### src/rtl/memwr_arbiter.sv
// Round-robin arbiter sharing the inb_* memory command bus between two requesters.
// Read ownership is tracked in issue order so that returning data can be routed back.
module memwr_arbiter #(
  parameter int P_DATA_NBIT       = 32,
  parameter int P_ADDR_NBIT       = 24,
  parameter int P_MAX_OUTSTANDING = 4
) (
  input  logic                   clk,
  input  logic                   rst_n,
  input  logic                   m0_req,
  input  logic                   m0_write,
  input  logic [P_ADDR_NBIT-1:0] m0_address,
  input  logic [P_DATA_NBIT-1:0] m0_wdata,
  output logic                   m0_ack,
  output logic [P_DATA_NBIT-1:0] m0_rdata,
  output logic                   m0_rdatavalid,
  input  logic                   m1_req,
  input  logic                   m1_write,
  input  logic [P_ADDR_NBIT-1:0] m1_address,
  input  logic [P_DATA_NBIT-1:0] m1_wdata,
  output logic                   m1_ack,
  output logic [P_DATA_NBIT-1:0] m1_rdata,
  output logic                   m1_rdatavalid,
  output logic [P_ADDR_NBIT-1:0] inb_address,
  output logic                   inb_write,
  output logic [P_DATA_NBIT-1:0] inb_wdata,
  output logic                   inb_read,
  input  logic [P_DATA_NBIT-1:0] inb_rdata,
  input  logic                   inb_datavalid,
  input  logic                   inb_initdone,
  output logic                   busy,
  output logic                   err_orphan
);

  localparam int CW = $clog2(P_MAX_OUTSTANDING);
  localparam logic [CW:0] FULL_CNT = (CW+1)'(P_MAX_OUTSTANDING);

  typedef enum logic {S_IDLE, S_ISSUE} state_t;

  state_t                 state_q, state_d;
  logic                   owner_q, owner_d;
  logic                   wr_q, wr_d;
  logic [P_ADDR_NBIT-1:0] addr_q, addr_d;
  logic [P_DATA_NBIT-1:0] wdata_q, wdata_d;
  logic                   last_owner_q, last_owner_d;

  logic                   tag_mem_q [P_MAX_OUTSTANDING];
  logic [CW-1:0]          wptr_q, rptr_q;
  logic [CW:0]            count_q;
  logic                   err_q;
  logic                   rdv0_q, rdv1_q;
  logic [P_DATA_NBIT-1:0] rdata_q;

  logic fifo_full, elig0, elig1, grant_valid, grant_id, accept, push, pop, head_tag;

  // Full is judged on the registered count, so a same-cycle pop does not free a slot yet.
  assign fifo_full = (count_q == FULL_CNT);
  assign elig0     = m0_req & (m0_write | ~fifo_full);
  assign elig1     = m1_req & (m1_write | ~fifo_full);
  assign accept    = (state_q == S_ISSUE) & inb_initdone;
  assign push      = accept & ~wr_q;
  assign pop       = inb_datavalid & (count_q != '0);
  assign head_tag  = tag_mem_q[rptr_q];

  always_comb begin
    state_d      = state_q;
    owner_d      = owner_q;
    wr_d         = wr_q;
    addr_d       = addr_q;
    wdata_d      = wdata_q;
    last_owner_d = last_owner_q;
    grant_valid  = 1'b0;
    grant_id     = 1'b0;
    case (state_q)
      S_IDLE: begin
        if (elig0 && elig1) begin
          grant_valid = 1'b1;
          grant_id    = ~last_owner_q;
        end else if (elig0 || elig1) begin
          grant_valid = 1'b1;
          grant_id    = elig1;
        end
        if (grant_valid) begin
          state_d      = S_ISSUE;
          owner_d      = grant_id;
          last_owner_d = grant_id;
          wr_d         = grant_id ? m1_write   : m0_write;
          addr_d       = grant_id ? m1_address : m0_address;
          wdata_d      = grant_id ? m1_wdata   : m0_wdata;
        end
      end
      S_ISSUE: begin
        if (inb_initdone) state_d = S_IDLE;
      end
      default: state_d = S_IDLE;
    endcase
  end

  always_ff @(posedge clk) begin
    if (!rst_n) begin
      state_q      <= S_IDLE;
      owner_q      <= 1'b0;
      wr_q         <= 1'b0;
      addr_q       <= '0;
      wdata_q      <= '0;
      last_owner_q <= 1'b1;
      wptr_q       <= '0;
      rptr_q       <= '0;
      count_q      <= '0;
      err_q        <= 1'b0;
      rdv0_q       <= 1'b0;
      rdv1_q       <= 1'b0;
      rdata_q      <= '0;
    end else begin
      state_q      <= state_d;
      owner_q      <= owner_d;
      wr_q         <= wr_d;
      addr_q       <= addr_d;
      wdata_q      <= wdata_d;
      last_owner_q <= last_owner_d;
      if (push) wptr_q <= wptr_q + 1'b1;
      if (pop)  rptr_q <= rptr_q + 1'b1;
      if (push && !pop)      count_q <= count_q + 1'b1;
      else if (pop && !push) count_q <= count_q - 1'b1;
      if (inb_datavalid && count_q == '0) err_q <= 1'b1;
      rdv0_q <= pop & ~head_tag;
      rdv1_q <= pop & head_tag;
      if (pop) rdata_q <= inb_rdata;
    end
  end

  // Tag storage carries no reset; validity is governed entirely by the pointers and count.
  always_ff @(posedge clk) begin
    if (push) tag_mem_q[wptr_q] <= owner_q;
  end

  assign inb_write     = (state_q == S_ISSUE) & wr_q;
  assign inb_read      = (state_q == S_ISSUE) & ~wr_q;
  assign inb_address   = addr_q;
  assign inb_wdata     = wdata_q;
  assign m0_ack        = accept & ~owner_q;
  assign m1_ack        = accept & owner_q;
  assign m0_rdata      = rdata_q;
  assign m1_rdata      = rdata_q;
  assign m0_rdatavalid = rdv0_q;
  assign m1_rdatavalid = rdv1_q;
  assign busy          = (state_q == S_ISSUE) | (count_q != '0);
  assign err_orphan    = err_q;

endmodule

### config.mk
export PLATFORM = sky130hd
export DESIGN_NAME = memwr_arbiter
export DESIGN_NICKNAME = d
export VERILOG_FILES = /design/src/rtl/memwr_arbiter.sv
export SDC_FILE = /design/constraint.sdc
export NUM_CORES = 1
export LEC_CHECK = 0
export CAP_MARGIN = 10
export CORE_MARGIN = 2
export CORE_UTILIZATION = 42
export CTS_BUF_LIST = sky130_fd_sc_hd__clkbuf_8
export DETAILED_ROUTE_END_ITERATION = 8
export PLACE_DENSITY = 0.88
export SLEW_MARGIN = 20
export SYNTH_ARGS = -nofsm -noshare
export SYNTH_HDL_FRONTEND = slang
export SYNTH_SLANG_ARGS = --single-unit
### constraint.sdc
create_clock -name clk -period 4.6 [get_ports clk]
set_clock_uncertainty 0.1 [all_clocks]
set_input_delay 0.92 -clock clk [delete_from_list [all_inputs] [get_ports clk]]
set_output_delay 0.92 -clock clk [all_outputs]
set_load 0.02 [all_outputs]
==> results.json, run 1 <==
{
  "wire_length_of_the_first_global_routing_pass_mm": 21.8,
  "r2r_slack_ns": 1.89,
  "rows": 38,
  "timing.final.setup_violations": 0,
  "cts.clk_slew.worst_paths_ns": 0.09,
  "diodes": 0,
  "dieHeight_um": 110,
  "syn_inst": 572,
  "syn_to_final_growth_pct": 57.7,
  "timing.critical_path.required_ns": 3.58,
  "htree_levels": 3,
  "initial_core_util_pct": 43.3,
  "finalCriticalPeriod_ns": 3.24,
  "setup.worst_path.end_class": "output pin",
  "vias_in_the_first_global_route": 4540,
  "detailedPlace.worstSlack_ns": 1.15,
  "synth_async_sr_flop_share_pct": 0,
  "final-max-slew-violation-count": 0,
  "finalCritPeriodShare_pct": 70.4,
  "worstMarginPinSlew_ns": 0.969,
  "reg2reg_to": "count_q[2]",
  "nets": 952,
  "min_delay_worst_endpoint": "m0_rdata[17]",
  "clk-insertion-delay-late_ns": 0.36,
  "synth-warning-count": 0,
  "hold_violations": 0,
  "cts.sinks": 108,
  "sequential_element_share_of_the_synthesized_area_pct": 46.5,
  "netlist_area_um2": 4740,
  "worstSetupPathType": "input pin to output pin",
  "holdCritStartpoint": "m0_rdata[17]",
  "drtAntennaViolNets": 0,
  "die_width_um": 110,
  "syn_area_per_cell_um2": 8.28,
  "grt_antenna_before_repair": 0,
  "postCtsResizedCells": 0,
  "cts.root.buffer_cell": "clkbuf_8",
  "fmax_ghz": 0.309,
  "run_status": "completed",
  "detail_route.first_pass.iterations": 4,
  "post-cts-setup-buffer-count": 0,
  "clk_path_buf_depth": 2,
  "layout_setup_ws_ns": 1.36,
  "post_cts_hold_buffer_count": 0,
  "post_route_cells_drive_above_1_share_pct": 3.63,
  "drt_iter0_drc": 308,
  "vias_per_cell": 5.12,
  "drc": 0,
  "timing.max_slew.rel_slack_pct": 35.4,
  "critical_path_peak_fanout": 5,
  "die_area_um2": 12100,
  "rsz0062_at_grt": "no",
  "max_cap_viol_count": 0,
  "worstRegToRegCells": 8,
  "routed_wire_length_per_instance_um": 15.5,
  "largest_net_degree_at_the_start_of_global_routing": 69,
  "gp_congestion": 0.846,
  "ys_types": 39,
  "vias": 4807,
  "detailed_placer_s_ending_hpwl_mm": 10.8,
  "design.portCount": 280,
  "postRouteWirelength_mm": 14.6,
  "cellLeakagePower_uw": 0.00280,
  "worst_setup_start_kind": "input pin",
  "buffer_ports.inserted": 279,
  "grt_overflow": 0,
  "setup_total_negative_slack_ns": 0,
  "synth-edff-count": 4,
  "synthesis.nets": 730,
  "yosys_register_bits": 108,
  "regToRegStartpoint": "count_q[0]",
  "tritoncts": "yes",
  "power.density_nw_per_um2": 453,
  "core_region_area_um2": 10900,
  "arrival_ns": 2.22,
  "postSynth.topFlopCell": "dfxtp_1",
  "hold_depth": 2,
  "timing.hold.worst.class": "register to register",
  "power.ir.vdd_worst_v": 0.000306,
  "numCtsBuffers": 9,
  "grtUsageTotal_pct": 23.0
}
-- routing by layer --
metal | global-route usage (%) | vias to the layer above | part of all wire, % | wire length [um]
met1 | 24.8 | 2219 | 37 | 5370
met3 | 7.94 | 26 | 10 | 1480
met4 | 9.46 | 0 | 2.5 | 359
li1 | - | 2344 | - | -
met2 | 41.1 | 218 | 51 | 7360
met5 | 0 | - | 0 | 0
-- state kept, by name, summed over array words and instances (netlist names), named ones only --
| name | flops |
|---|---|
| inb_wdata | 32 |
| state_q | 1 |
| m1_rdatavalid | 1 |
| rptr_q | 2 |
| tag_mem_q | 4 |
| wr_q | 1 |
| owner_q | 1 |
| m0_rdata | 32 |
| count_q | 3 |
| err_orphan | 1 |
| inb_address | 24 |
| last_owner_q | 1 |
| wptr_q | 2 |
| m0_rdatavalid | 1 |
-- Yosys cell counts (all sizes together), types with 3 or more instances --
| cell type | instances | area share (%) |
|---|---|---|
| inv | 6 | 0.48 |
| a21boi | 34 | 5.4 |
| o21ai | 59 | 6.2 |
| xnor2 | 3 | 0.55 |
| nor2b | 3 | 0.40 |
| dfxtp | 104 | 44 |
| nand2 | 185 | 15 |
| a31oi | 57 | 7.5 |
| buf | 52 | 8.6 |
| and2 | 11 | 1.5 |
| edfxtp | 4 | 2.5 |
| nor2 | 6 | 0.48 |
| clkbuf | 22 | 1.7 |
| ha | 5 | 1.3 |
-- worst max-delay path by stage --
stage               slack [ns]         end     startpoint  cells after the start
detailed placement        1.15  count_q[2]  inb_datavalid                      9
global placement          1.27  count_q[2]  inb_datavalid                      9
global route              1.29      m0_ack   inb_initdone                      4
floorplan                 1.63  count_q[2]  inb_datavalid                     10
CTS                       1.35      m0_ack   inb_initdone                      4
finish                    1.36      m0_ack   inb_initdone                      4
-- final cells by class --
type | instances | area [um2]
Multi-Input combinational cell | 384 | 2050
Tap cell | 140 | 175
Timing Repair Buffer | 285 | 2830
Fill cell | 865 | 3460
Clock inverter | 7 | 67.6
Inverter | 6 | 22.5
Sequential cell | 108 | 2200
Clock buffer | 9 | 124
-- critical path, cell delays in order --
cell and delay [ns]:
clkdlybuf4s50_1 0.46, nand2_1 0.11, nor2_1 0.12, clkdlybuf4s50_1 0.61
-- logic make-up after synthesis --
| family | count (synthesis) | synth area share, % |
|---|---|---|
| multiplexers | 2 | 0.687 |
| flip-flops | 108 | 46.5 |
| AO/OA/AOI/OAI | 159 | 21.0 |
| adder cells (fa/ha/maj) | 6 | 1.74 |
| XOR/XNOR | 5 | 0.924 |
| AND/OR/NAND/NOR | 212 | 18.4 |
| buffers and inverters | 80 | 10.8 |
-- per-stage QoR --
step           hold slack [ns]  instance area [um2]  util [%]  power (uW)  cells
2_1_floorplan            0.382                 4740         -        2210    572
6_report                 0.383                 7470      68.3        3380    939
3_5_place_dp             0.366                 7280      66.6        2840    923
3_3_place_gp             0.354                 7280      66.6        2790    923
4_1_cts                  0.380                 7470      68.3        3410    939
5_1_grt                  0.404                 7470      68.3        3600    939
-- power breakdown --
| part | switching, uW | internal (uW) | total (uW) |
|---|---|---|---|
| Combinational | 829 | 709 | 1540 |
| Sequential | 144 | 1140 | 1280 |
| Clock | 314 | 249 | 563 |
| Total | 1290 | 2090 | 3380 |
-- layout by cell type, fill, tap and decap left out, types with 2 or more instances in the layout --
cell type,count
a21boi_0,2
a21boi_1,32
a31oi_1,57
and2_1,11
buf_4,6
clkbuf_8,9
clkdlybuf4s50_1,278
clkinv_2,2
clkinvlp_4,2
dfxtp_1,104
edfxtp_1,4
ha_1,5
inv_1,5
nand2_1,185
nand2b_1,2
nor2_1,6
nor2b_1,3
o21ai_0,39
o21ai_1,20
xnor2_1,3
xor2_1,2
No activity file was read; power rests on OpenSTA's default activity.
==> run 2: changes to the inputs <==
- CORE_UTILIZATION: 42 -> 35
- PLACE_DENSITY: 0.88 -> 0.78
- clock period: 4.6 -> 2.9 ns (I/O delays scaled with it)
==> run 2 against run 1 <==
Net effect:
- critical endpoint is now m1_ack
- routed wire length down 2.5%
- sequential share of layout area is 0.63 points lower
- power rose by 63%
- worst hold slack got worse by 0.012 ns
- count of clock-buffer cells in the layout unchanged
- critical path depth unchanged
- die area rose by 19%
- final cell count increased by 4.3%
- global-route usage decreased by 3.3 points
- largest cell class unchanged
- setup slack lost 0.99 ns
- core utilization down 11 points
==> results.json, run 2 (synthesis results as in run 1) <==
{
  "hold_violations": 0,
  "grtUsageTotal_pct": 19.7,
  "clk-insertion-delay-late_ns": 0.38,
  "finalCritPeriodShare_pct": 87.3,
  "postCtsResizedCells": 0,
  "detailed_placer_s_ending_hpwl_mm": 10.3,
  "design.portCount": 280,
  "rows": 42,
  "dpl-instance-area_um2": 7420,
  "highest_count_cells_in_the_layout_ignoring_fill_and_taps": "clkdlybuf4s50_1, nand2_1, dfxtp_1",
  "post-cts-setup-buffer-count": 0,
  "rsz0062_at_grt": "no",
  "timing.critical_path.required_ns": 2.22,
  "numCtsBuffers": 9,
  "max_cap_viol_count": 0,
  "tritoncts": "yes",
  "timing.final.setup_violations": 0,
  "initial_core_util_pct": 35.8,
  "dr_wl_met2_mm": 6.97,
  "setup_total_negative_slack_ns": 0,
  "final-max-slew-violation-count": 0,
  "largest_net_degree_at_the_start_of_global_routing": 104,
  "cellLeakagePower_uw": 0.00286,
  "cts.clk_slew.worst_paths_ns": 0.10,
  "vias_in_the_first_global_route": 4575,
  "leading_cell_type_in_the_layout_fill_and_taps_excluded": "clkdlybuf4s50_1",
  "cts.root.buffer_cell": "clkbuf_8",
  "wirelength_met1_mm": 5.67,
  "worst_setup_start_kind": "input pin",
  "wire_length_of_the_first_global_routing_pass_mm": 22.6,
  "wl_met3_mm": 1.26,
  "layout.core_utilization_pct": 57.6,
  "hold-worst-slack_ns": 0.372,
  "nFillCells": 1211,
  "core_region_area_um2": 13200,
  "drc": 0,
  "routed_wire_length_per_instance_um": 14.5,
  "grt_overflow": 0,
  "fmax_ghz": 0.395,
  "power.ir.vdd_worst_v": 0.000279,
  "clk_path_buf_depth": 2,
  "finalInstanceArea_um2": 7630,
  "cts.sinks": 108,
  "buffer_ports.inserted": 279,
  "worstSetupPathType": "input pin to output pin",
  "top_signal_layer_used": "met4",
  "die_width_um": 120,
  "power.density_nw_per_um2": 722,
  "arrival_ns": 1.85,
  "worstMarginPinSlew_ns": 0.467,
  "post_cts_hold_buffer_count": 0,
  "timing.max_slew.rel_slack_pct": 68.7,
  "critical_path_peak_fanout": 5,
  "drt_iter0_drc": 274,
  "diodes": 0,
  "run_status": "completed",
  "die_area_um2": 14500,
  "detail_route.first_pass.iterations": 5,
  "nets": 956,
  "postRouteWirelength_mm": 14.2,
  "grt_antenna_before_repair": 0,
  "post_route_cells_drive_above_1_share_pct": 4.11,
  "drtAntennaViolNets": 0,
  "dieHeight_um": 120,
  "gp_congestion": 0.771,
  "vias_per_cell": 4.83,
  "setup.worst_path.end_class": "output pin",
  "htree_levels": 3,
  "timing.hold.worst.class": "register to register",
  "power_uw": 5510,
  "syn_to_final_growth_pct": 61.1,
  "finalCriticalPeriod_ns": 2.53,
  "vias": 4731
}
## run 2: cell count changes in the layout (fill, tap and decap cells not counted)
cell,previous run,this run
buf_4,6,5
buf_12,0,5
bufinv_16,1,2
clkinv_2,2,1
clkinv_1,1,0
inv_1,5,6
## run 2: layer usage
metal	up-vias	track usage [%]
met5	-	0
met4	0	7.49
met3	19	6.93
met2	211	34.4
met1	2153	22.1
li1	2348	-
## run 2: worst paths after layout
| path | startpoint | endpoint | slack, ns | cells after the start |
|---|---|---|---|---|
| hold reg to reg | m0_rdata[13] | m0_rdata[13] | 0.37 | 2 |
| hold / removal | m0_rdata[13] | m0_rdata[13] | 0.37 | 2 |
| setup / recovery | inb_initdone | m1_ack | 0.37 | 4 |
| setup reg to reg | state_q | count_q[2] | 0.65 | 8 |
## run 2: worst max-delay path: stages
cell             delay [ns]
clkdlybuf4s50_1        0.45
nand2_1                0.10
nor2_1                 0.11
clkdlybuf4s50_1        0.61
## run 2: area by class of cell
cell class              instances  area [um2]  area share, %
well taps                     176         220           2.88
clock inverters                 7        92.6           1.21
inverters                       6        22.5          0.295
multi-input cells             384        2050           26.8
repair buffers                289        2930           38.3
flip-flops and latches        108        2200           28.8
clock buffers                   9         124           1.62
## run 2: where the power goes
| group | switching, uW | leakage, uW | internal [uW] | total [uW] |
|---|---|---|---|---|
| clock | 526 | 0.000107 | 484 | 1010 |
| sequential | 222 | 0.000895 | 1800 | 2030 |
| combinational | 1300 | 0.00186 | 1170 | 2480 |
| total | 2050 | 0.00286 | 3460 | 5510 |
## run 2: through the flow
stage / instances / worst slack [ns]
after global placement: 963 / 0.233
after CTS: 979 / 0.362
after detailed placement: 963 / 0.140
after floorplan: 572 / 0.265
after global routing: 979 / 0.264
final: 979 / 0.370
==> run 3: changes to the inputs <==
- CORE_UTILIZATION: 35 -> 25
- PLACE_DENSITY: 0.78 -> default
==> run 3 against run 2 <==
Net effect:
- largest power group unchanged
- non-clock buffer count increased by 2
- die area is 39% higher
- sequential power barely moved
- setup slack got worse by 0.099 ns
- clock power shrank 8%
- largest cell class unchanged
==> results.json, run 3 (synthesis results as in run 1) <==
{
  "postCtsResizedCells": 0,
  "post_route_cells_drive_above_1_share_pct": 4.47,
  "gp_congestion": 0.763,
  "worst_path_most_repeated_cell": "clkdlybuf4s50_1",
  "htree_levels": 3,
  "cp.buffers_inverters": 3,
  "nets": 958,
  "highest_count_cells_in_the_layout_ignoring_fill_and_taps": "clkdlybuf4s50_1, nand2_1, dfxtp_1",
  "power.ir.vdd_worst_v": 0.000270,
  "critical-path-max-stage-delay_ns": 0.61,
  "timing.critical_path.required_ns": 2.22,
  "detail_route.first_pass.iterations": 4,
  "postRouteWirelength_mm": 15.0,
  "wl_met3_mm": 1.55,
  "dieHeight_um": 142,
  "worstRegToRegCells": 8,
  "hold_depth": 2,
  "vias": 4696,
  "cts.root.buffer_cell": "clkbuf_8",
  "final-max-slew-violation-count": 0,
  "post_cts_hold_buffer_count": 0,
  "grt_antenna_before_repair": 0,
  "clk_path_buf_depth": 2,
  "finalCriticalPeriod_ns": 2.63,
  "finalCritPeriodShare_pct": 90.7,
  "dp_cells": 1023,
  "crit_chain": "clkdlybuf4s50_1, nand2_1, buf_4, nor2_1, clkdlybuf4s50_1",
  "critical_path_peak_fanout": 4,
  "nFillCells": 1890,
  "seqCellArea_um2": 2200,
  "timing.max_slew.rel_slack_pct": 51.4,
  "rsz0062_at_grt": "no",
  "syn_to_final_growth_pct": 62.2,
  "tritoncts": "yes",
  "dpl-instance-area_um2": 7490,
  "buffer_ports.inserted": 279,
  "worstSetupPathType": "input pin to output pin",
  "arrival_ns": 1.95,
  "power.density_nw_per_um2": 706,
  "numCtsBuffers": 9,
  "critical_path_depth": 5,
  "drc": 0,
  "vias_in_the_first_global_route": 4300,
  "drtAntennaViolNets": 0,
  "die_area_um2": 20100,
  "leading_cell_type_in_the_layout_fill_and_taps_excluded": "clkdlybuf4s50_1",
  "drt_iter0_drc": 175,
  "initial_core_util_pct": 25.4,
  "hold_violations": 0,
  "crit_family": "buffers and inverters",
  "multiInputGateArea_um2": 2050,
  "max_cap_viol_count": 0,
  "wirelength_met1_mm": 6.33,
  "timing.hold.worst.class": "register to register",
  "run_status": "completed",
  "cellLeakagePower_uw": 0.00285,
  "setup_total_negative_slack_ns": 0,
  "vias_per_cell": 4.52,
  "clk-insertion-delay-late_ns": 0.39,
  "worst_setup_start_kind": "input pin",
  "detailed_placer_s_ending_hpwl_mm": 10.4,
  "finalInstanceArea_um2": 7680,
  "dr_wl_met2_mm": 6.83,
  "post-cts-setup-buffer-count": 0,
  "grt_overflow": 0,
  "setup.worst_path.end_class": "output pin",
  "design.portCount": 280,
  "routed_wire_length_per_instance_um": 14.4,
  "die_width_um": 142,
  "diodes": 0,
  "grtUsageTotal_pct": 14.6,
  "largest_net_degree_at_the_start_of_global_routing": 115,
  "cts.clk_slew.worst_paths_ns": 0.10,
  "fmax_ghz": 0.380,
  "crit_slowest_cell": "clkdlybuf4s50_1",
  "cts.sinks": 108,
  "worstMarginPinSlew_ns": 0.725,
  "core_region_area_um2": 18600,
  "fin_cells": 1039,
  "rows": 50,
  "top_signal_layer_used": "met4",
  "wire_length_of_the_first_global_routing_pass_mm": 23.1,
  "timing.final.setup_violations": 0
}
-- run 3: final timing paths --
check                      to  slack [ns]          from
setup / recovery       m1_ack        0.27  inb_initdone
hold / removal    m0_rdata[4]        0.37   m0_rdata[4]
setup reg to reg   count_q[2]        0.70    count_q[0]
hold reg to reg   m0_rdata[4]        0.37   m0_rdata[4]
-- run 3: cell type report --
type	count	share of cell area, %
timing repair buffer	291	38.1
sequential	108	28.7
multi-input combinational	384	26.6
tap	234	3.81
clock buffer	9	1.61
clock inverter	7	0.879
inverter	6	0.293
-- run 3: metrics by stage --
| stage | hold slack, ns | total power, uW | utilization, % | worst slack (ns) |
|---|---|---|---|---|
| 6_report | 0.372 | 5430 | 41.2 | 0.271 |
| 5_1_grt | 0.397 | 5790 | 41.2 | 0.182 |
| 4_1_cts | 0.377 | 5520 | 41.2 | 0.258 |
| 3_5_place_dp | 0.361 | 4560 | 40.2 | 0.226 |
| 3_3_place_gp | 0.357 | 4550 | 40.2 | 0.258 |
| 2_1_floorplan | 0.382 | 3510 | - | 0.265 |
-- run 3: worst register-to-register path, stage by stage (launching register included) --
cell and delay (ns):
dfxtp_1 0.43, o31a_1 0.34, inv_2 0.07, ha_1 0.17, inv_1 0.06, fa_1 0.37
xor2_1 0.15, or3_1 0.30, a21boi_0 0.15
-- run 3: power by group --
| part | switching, uW | total, uW | internal [uW] |
|---|---|---|---|
| clock | 594 | 930 | 336 |
| combinational | 1300 | 2470 | 1170 |
| sequential | 225 | 2030 | 1800 |
-- run 3: metal layers --
metal | global-route usage, % | vias up
met5 | 0 | -
met4 | 5.63 | 0
met3 | 5.87 | 14
met2 | 24.0 | 209
met1 | 17.2 | 2118
li1 | - | 2355
